$ cat src/rtl/cga_tty.sv
// cga_tty -- text-mode terminal front end for the CGA video memory.
//
// Accepts a byte stream (valid/ready) and turns it into character/attribute
// writes on the second port of the video memory. Tracks the cursor and handles
// CR, LF, BS, form feed (screen clear), line wrap and scroll-up by copying rows.
//
// Optional feature macro: CGA_TTY_TAB_EN (when defined, 8'h09 advances the
// cursor to the next multiple of 8; otherwise 8'h09 is ignored).
//
// Ports:
//   clock        system clock (same domain as the video memory)
//   rst          asynchronous reset, active high; restarts a full screen clear
//   char_data    input byte, sampled only when char_valid && char_ready
//   char_valid   char_data valid
//   char_ready   high only in IDLE
//   mem_address  video memory byte address, (row*COLS+col)*2 (+1 for attribute)
//   mem_data     write data
//   mem_we       write strobe, one byte per asserted cycle
//   mem_q        read data, valid the cycle after mem_address is presented
//   cursor_x     current column
//   cursor_y     current row
//   busy         high in every state other than IDLE
//
// state   | meaning
// --------+-------------------------------------------------------------
// IDLE    | waiting for a byte, control codes handled in place
// PUT_CH  | character byte on the memory port
// PUT_AT  | attribute byte on the memory port, cursor advances on exit
// CLEAR   | filling the whole screen with blank/attribute pairs
// SC_RD   | scroll: source address (one row below) presented
// SC_WT   | scroll: read data arrives on mem_q
// SC_WR   | scroll: captured byte written one row up
// SC_FILL | scroll: blanking the last row

module cga_tty #(
    parameter int         COLS = 80,
    parameter int         ROWS = 25,
    parameter logic [7:0] ATTR = 8'h07
) (
    input  logic        clock,
    input  logic        rst,
    input  logic [7:0]  char_data,
    input  logic        char_valid,
    output logic        char_ready,
    output logic [12:0] mem_address,
    output logic [7:0]  mem_data,
    output logic        mem_we,
    input  logic [7:0]  mem_q,
    output logic [6:0]  cursor_x,
    output logic [4:0]  cursor_y,
    output logic        busy
);

    typedef enum logic [2:0] {
        IDLE, PUT_CH, PUT_AT, CLEAR, SC_RD, SC_WT, SC_WR, SC_FILL
    } state_t;

    localparam logic [12:0] ROW_BYTES  = 13'(COLS * 2);
    localparam logic [12:0] SCR_BYTES  = 13'(COLS * ROWS * 2);
    localparam logic [12:0] COPY_BYTES = 13'((ROWS - 1) * COLS * 2);
    localparam logic [6:0]  LAST_COL   = 7'(COLS - 1);
    localparam logic [4:0]  LAST_ROW   = 5'(ROWS - 1);

    state_t      state_q;
    logic [12:0] idx_q;
    logic [6:0]  cursor_x_q;
    logic [4:0]  cursor_y_q;
    logic        mem_we_q;
    logic [12:0] mem_address_q;
    logic [7:0]  mem_data_q;
    logic        char_ready_q;
    logic        busy_q;

    logic [12:0] cell_idx_d;
    logic [12:0] cell_addr_d;

    assign cell_idx_d  = 13'(cursor_y_q) * 13'(COLS) + 13'(cursor_x_q);
    assign cell_addr_d = cell_idx_d << 1;

`ifdef CGA_TTY_TAB_EN
    logic [7:0] tab_x_d;
    assign tab_x_d = {1'b0, cursor_x_q & 7'h78} + 8'd8;
`endif

    assign char_ready  = char_ready_q;
    assign mem_address = mem_address_q;
    assign mem_data    = mem_data_q;
    assign mem_we      = mem_we_q;
    assign cursor_x    = cursor_x_q;
    assign cursor_y    = cursor_y_q;
    assign busy        = busy_q;

    // Outputs are registered together with the state, so they always describe
    // the cycle the FSM is currently in. CLEAR therefore issues its first write
    // one cycle after entry, and SC_WT->SC_WR captures mem_q straight into
    // mem_data_q without an extra holding register.
    always_ff @(posedge clock or posedge rst) begin
        if (rst) begin
            state_q       <= CLEAR;
            idx_q         <= '0;
            cursor_x_q    <= '0;
            cursor_y_q    <= '0;
            mem_we_q      <= 1'b0;
            mem_address_q <= '0;
            mem_data_q    <= '0;
            char_ready_q  <= 1'b0;
            busy_q        <= 1'b1;
        end else begin
            case (state_q)
                IDLE: begin
                    if (char_valid && char_ready_q) begin
                        if (char_data >= 8'h20) begin
                            state_q       <= PUT_CH;
                            mem_we_q      <= 1'b1;
                            mem_address_q <= cell_addr_d;
                            mem_data_q    <= char_data;
                            char_ready_q  <= 1'b0;
                            busy_q        <= 1'b1;
                        end else begin
                            case (char_data)
                                8'h0D: cursor_x_q <= '0;
                                8'h0A: begin
                                    if (cursor_y_q != LAST_ROW) begin
                                        cursor_y_q <= cursor_y_q + 5'd1;
                                    end else begin
                                        state_q       <= SC_RD;
                                        idx_q         <= '0;
                                        mem_address_q <= ROW_BYTES;
                                        cursor_x_q    <= '0;
                                        char_ready_q  <= 1'b0;
                                        busy_q        <= 1'b1;
                                    end
                                end
                                8'h08: begin
                                    if (cursor_x_q != 7'd0) begin
                                        cursor_x_q <= cursor_x_q - 7'd1;
                                    end
                                end
                                8'h0C: begin
                                    state_q      <= CLEAR;
                                    idx_q        <= '0;
                                    char_ready_q <= 1'b0;
                                    busy_q       <= 1'b1;
                                end
`ifdef CGA_TTY_TAB_EN
                                8'h09: begin
                                    if (tab_x_d >= 8'(COLS)) begin
                                        cursor_x_q <= '0;
                                        if (cursor_y_q != LAST_ROW) begin
                                            cursor_y_q <= cursor_y_q + 5'd1;
                                        end else begin
                                            state_q       <= SC_RD;
                                            idx_q         <= '0;
                                            mem_address_q <= ROW_BYTES;
                                            char_ready_q  <= 1'b0;
                                            busy_q        <= 1'b1;
                                        end
                                    end else begin
                                        cursor_x_q <= tab_x_d[6:0];
                                    end
                                end
`endif
                                default: ;
                            endcase
                        end
                    end
                end

                PUT_CH: begin
                    state_q       <= PUT_AT;
                    mem_address_q <= mem_address_q + 13'd1;
                    mem_data_q    <= ATTR;
                end

                PUT_AT: begin
                    mem_we_q <= 1'b0;
                    if (cursor_x_q != LAST_COL) begin
                        cursor_x_q   <= cursor_x_q + 7'd1;
                        state_q      <= IDLE;
                        char_ready_q <= 1'b1;
                        busy_q       <= 1'b0;
                    end else if (cursor_y_q != LAST_ROW) begin
                        cursor_x_q   <= '0;
                        cursor_y_q   <= cursor_y_q + 5'd1;
                        state_q      <= IDLE;
                        char_ready_q <= 1'b1;
                        busy_q       <= 1'b0;
                    end else begin
                        cursor_x_q    <= '0;
                        state_q       <= SC_RD;
                        idx_q         <= '0;
                        mem_address_q <= ROW_BYTES;
                    end
                end

                CLEAR: begin
                    if (idx_q == SCR_BYTES) begin
                        mem_we_q     <= 1'b0;
                        cursor_x_q   <= '0;
                        cursor_y_q   <= '0;
                        state_q      <= IDLE;
                        char_ready_q <= 1'b1;
                        busy_q       <= 1'b0;
                    end else begin
                        mem_we_q      <= 1'b1;
                        mem_address_q <= idx_q;
                        mem_data_q    <= idx_q[0] ? ATTR : 8'h20;
                        idx_q         <= idx_q + 13'd1;
                    end
                end

                SC_RD: state_q <= SC_WT;

                SC_WT: begin
                    state_q       <= SC_WR;
                    mem_we_q      <= 1'b1;
                    mem_address_q <= idx_q;
                    mem_data_q    <= mem_q;
                end

                SC_WR: begin
                    if (idx_q == COPY_BYTES - 13'd1) begin
                        // Last row starts on an even address, so the fill
                        // begins with a blank.
                        state_q       <= SC_FILL;
                        mem_address_q <= COPY_BYTES;
                        mem_data_q    <= 8'h20;
                    end else begin
                        state_q       <= SC_RD;
                        mem_we_q      <= 1'b0;
                        idx_q         <= idx_q + 13'd1;
                        mem_address_q <= idx_q + ROW_BYTES + 13'd1;
                    end
                end

                SC_FILL: begin
                    if (mem_address_q == SCR_BYTES - 13'd1) begin
                        mem_we_q     <= 1'b0;
                        cursor_x_q   <= '0;
                        cursor_y_q   <= LAST_ROW;
                        state_q      <= IDLE;
                        char_ready_q <= 1'b1;
                        busy_q       <= 1'b0;
                    end else begin
                        mem_address_q <= mem_address_q + 13'd1;
                        mem_data_q    <= mem_address_q[0] ? 8'h20 : ATTR;
                    end
                end

                default: begin
                    state_q      <= CLEAR;
                    idx_q        <= '0;
                    mem_we_q     <= 1'b0;
                    char_ready_q <= 1'b0;
                    busy_q       <= 1'b1;
                end
            endcase
        end
    end

endmodule

$ cat config.mk
export PLATFORM = sky130hd
export DESIGN_NAME = cga_tty
export DESIGN_NICKNAME = d
export VERILOG_FILES = /design/src/rtl/cga_tty.sv
export SDC_FILE = /design/constraint.sdc
export NUM_CORES = 1
export LEC_CHECK = 0
export BUFFER_PORTS_ARGS = -buffer_cell sky130_fd_sc_hd__buf_2
export CELL_PAD_IN_SITES_DETAIL_PLACEMENT = 1
export CELL_PAD_IN_SITES_GLOBAL_PLACEMENT = 1
export CORE_AREA = 2 2 109 132
export DETAILED_ROUTE_END_ITERATION = 10
export DIE_AREA = 0 0 111 134
export HOLD_SLACK_MARGIN = 0.02
export PLACE_DENSITY = 0.69
export SETUP_SLACK_MARGIN = 0.3
export SLEW_MARGIN = 25
export SYNTH_ARGS = -nofsm -noshare
export SYNTH_HDL_FRONTEND = slang
export SYNTH_SLANG_ARGS = --single-unit
$ cat constraint.sdc
create_clock -name clock -period 3.9 [get_ports clock]
set_clock_uncertainty 0.2 [all_clocks]
set_input_delay 0.39 -clock clock [delete_from_list [all_inputs] [get_ports clock]]
set_output_delay 0.39 -clock clock [all_outputs]
set_load 0.01 [all_outputs]
* Word level (Yosys, flattened, before mapping)
Cells that the tools add are included.
Word-level totals: input port bits 19, register bits after elaboration 52, logic and storage cells 145
Operators by class: reduce and logical (&&, ||, !) cells 16, $lt $le $gt $ge 1, multipliers 1, mux-type cells 75, add/sub/neg operators 8, eq/ne operators 35
Operators with widths (number):
- $mux 13 | 14
- $pmux 13 s7 | 1
- $pmux 13 s4 | 1
- $mux 7 | 7
- $pmux 8 s6 | 1
- $mux 8 | 5
- $add 13x1->13 const B | 3
- $eq 13x12->1 const B | 3
- $mux 5 | 7
- $eq 8x4->1 const B | 4
- $pmux 7 s4 | 1
- $pmux 13 s2 | 1
- $pmux 3 s8 | 1
- $mux 3 | 7
- $pmux 7 s3 | 1
- $reduce_and 7->1 | 3
- $ne 2x2->1 const B | 10
- $pmux 5 s4 | 1
- $mux 1 | 18
- $reduce_bool 7->1 | 2
- $add 13x8->13 const B | 1
- $add 12x7->12 | 1
- $eq 3x3->1 const B | 4
- $mux 6 | 2
- other kinds (28) | 37

* Logic depth before layout (Yosys ltp)
depth in word-level cells 6, mapped depth 9, gate-level depth less buffers 9

* Worst setup path after synthesis
No wires, ideal clock.
path type flip-flop to flip-flop, start point reg idx_q[0], end point reg cursor_y_q[0] (netlist: cursor_y[0]), data required time 3.575 ns, path buffers 1, cell stages (with the launch flop) 9, setup time 0.125 ns, setup slack 0.802 ns, clock period less this slack 3.098 ns, data arrival time 2.773 ns, cell sequence dfrtp_1 -> inv_1 -> ha_1 -> or4b_1 -> or3_1 -> a221o_1 -> or4b_1 -> buf_6 -> mux2_4
Between the ends: word-level cells in the longest chain between the ends 3
RTL lines:
- from (decl) | line 65 | logic [12:0] idx_q;
- from (signal assigned) | line 208 | idx_q <= idx_q + 13'd1;
- from (signal assigned) | line 231 | idx_q <= idx_q + 13'd1;
- $eq 13x12->1 | line 197 | if (idx_q == SCR_BYTES) begin
- $ne 2x2->1 (no line)
- $reduce_and 7->1 (no line)
- to (signal assigned) | line 124 | cursor_y_q <= cursor_y_q + 5'd1;
- to (signal assigned) | line 184 | cursor_y_q <= cursor_y_q + 5'd1;
- to (decl) | line 67 | logic [4:0] cursor_y_q;
Every way passes these cells. A chain may end at the register's enable or synchronous reset.

* Worst setup path after layout
Same ends and word-level chain as after synthesis.

==> metrics.txt <==
status=complete, no violations; Die Area=14900 sq um; crit start category=flop; Worst Setup End Kind=flop; top cell family by delay on the critical path=simple AND/OR/NAND/NOR gates; Synth Net Count=648; total number of vias=5115; largest family of logic cells by synthesized area=compound AO/OA/AOI/OAI gates; post-route antenna net violation count=0; ys async rst share=100%; data required time at the worst endpoint=3.89 ns; Sw Share=24.1%; num rows=47; layout cell share with drive strength beyond 1=15.8%; Gate Count Post-Synth=610; clock power share=44.2%; Slew Viols, Final=0; root buffer cell=clkbuf_16; clk buf depth=2; CP bufs+invs=1; clock sink count=52; final setup violating endpoints=0; core footprint=13600 sq um; largest net degree at the start of global routing=35; Internal=790 uW; Die Ht=134 microns; die width=111 microns; Pwr per Cell Area=197 nW/um^2; Ports=55; Clk Latency, worst-skew pair=0.31 ns; pre-CTS WS=0.519 ns; Post-layout nets=688; Slew @ Worst Pin=0.807 ns; Seq/Total Area, Yosys=27.9%; H-tree depth=2; MaxCap Viol Count=0; vias in the first global route=5213; initial antenna violation count=0; Initial Util=34.4%; hold_buf cts=0; min cycle time layout=3.40 ns; grt met3 use=2.12%; All-Layer GR Usage=23.6%; Fillers=1667; critical path, cell by cell=inv_1, ha_1, or4b_1, or3_1, a221o_1, or4b_1, mux2_4; GR peak layer=met2; Setup CP Type=reg -> reg; Final Cycle Share=87.2%; Iter 0 DRT Violations=279; crit path max-delay cell type=or4b_1; Max Fclk=294 MHz; P&R area growth vs syn=13.2%; remaining global-route overflow=0; flops & latches, synth=52; DRC violations left=0; GRT met1 Usage=28.9%; Synth Warn #=0; DR WL/cell=21.5 microns; post-route worst setup slack=0.501 ns; Main synth FF type=dfrtp_1; RSZ-0062 raised after global routing=false; GR Util met2=43.0%; Distinct cells, synth=76; Seq. cell area=1310 sq um; Synth Area in Simple Gates=23.5%; area of the multi-input gates=3110 sq um; Synth Area in Adders=5.41%; Cell Area, Synth=4670 sq um; XOR/XNOR Fraction of Synth Area=3.19%; worst relative slew slack=45.9%; DR pass1 iterations=5; aggregate routed wire length=17700 microns; worst min-delay path category=in -> async; setup TNS=0 ns; Synth Area in Compound Gates=31.7%; first-pass GRT wire length=28300 microns; Crit Path Max Fanout=9; leakage=2.27 nW; vias per inst=6.22; power share of the combinational group=4.1%; Psw=251 uW; Final Hold Viols=0; Worst path most repeated cell=or4b_1; Num CTS Buffers=5; Post-synth EDFFs=0; clock transition at the registers of the reported paths=0.08 ns; CTS tree=yes; Seq pwr share=51.7%; diode count=0; Max VDD drop=0.171 mV; Syn Area/Cell=7.66 sq um; GPL Wtd Cong=0.967; max incr delay on CP=0.73 ns; CP arrival=3.39 ns; post-DP HPWL=13400 microns; post-synthesis mux area share=2.44%; postcts setup bufs=0; cts repair resizes=0; PortBufs=54
## cells in the mapped netlist, drive strengths merged, types with 10 or more instances
cell type / number / area (sq um)
nand2: 61 / 229
clkbuf: 31 / 116
buf: 10 / 52.6
inv: 28 / 105
o211ai: 10 / 75.1
a21oi: 48 / 240
nand3: 30 / 150
o21ai: 60 / 300
nor3: 11 / 55.1
nor2: 51 / 191
nand4: 11 / 75.1
ha: 17 / 213
dfrtp: 49 / 1230
## power groups by stage
| stage | Sequential, mW | Combinational (mW) | Clock [mW] |
|---|---|---|---|
| after CTS | 0.539 | 0.0433 | 0.465 |
| after detailed placement | 0.549 | 0.0432 | 0 |
| after global placement | 0.549 | 0.0425 | 0 |
| after global routing | 0.539 | 0.0479 | 0.491 |
| after floorplan | 0.549 | 0.0184 | 0 |
| final | 0.539 | 0.0424 | 0.461 |
## sequential cells by signal (all words and copies together), names as in the netlist
signal and flops:
mem_data 8, cursor_y 5, idx_q 13, mem_address 13, mem_we 1, state_q 3
busy 1, char_ready 1, cursor_x 7
## logic make-up after synthesis
group	Yosys count
adders and majority gates	19
buffers and inverters	69
AOI/OAI and AO/OA	224
xor gates and xnor gates	17
muxes	10
DFF	52
and+or+nand+nor	219
## final timing paths
path	start	end	cells past startpoint	slack (ns)
min reg2reg	mem_data[2]	mem_data[2]	1	0.31
max reg2reg	idx_q[0]	cursor_y[0]	7	0.50
min	rst	idx_q[9]	2	0.02
max	idx_q[0]	cursor_y[0]	7	0.50
min in group clock	mem_q[4]	mem_data[4]	3	0.23
max in group asynchronous	rst	mem_address[3]	3	2.71
## metrics by stage
step                power (mW)  instance area (sq um)  utilization, %  instances  hold WS, ns
detailed placement       0.593                   5140            37.9        814        0.296
CTS                       1.05                   5280            38.9        822       0.0547
global route              1.08                   5290            39.0        822       0.0888
finish                    1.04                   5290            39.0        822       0.0190
global placement         0.592                   5140            37.9        814        0.287
floorplan                0.568                   4670               -        610        0.296
## metal layers
metal  vias up  wire (microns)
met5         -               0
met4         0             563
met3        39             532
met2       130            9200
met1      2575            7420
li1       2371               -
## cell usage in the layout (no fill, tap or decap), types with 17 or more instances in the layout
cell type  Yosys  routed
nand2_1       61      61
o21ai_0       60      60
buf_2          6      54
nor2_1        51      51
dfrtp_1       49      49
a21oi_1       48      47
nand3_1       30      30
inv_1         28      27
buf_4          0      20
ha_1          17      17
## layout make-up
| cell class | instances | share of cell area, % |
|---|---|---|
| multi-input combinational | 489 | 58.8 |
| timing repair buffer | 74 | 7.94 |
| clock buffer | 7 | 2.51 |
| inverter | 28 | 1.99 |
| clock inverter | 1 | 0.0946 |
| sequential | 52 | 24.7 |
| tap | 171 | 4.04 |
Power figures use the tool's default switching activity.
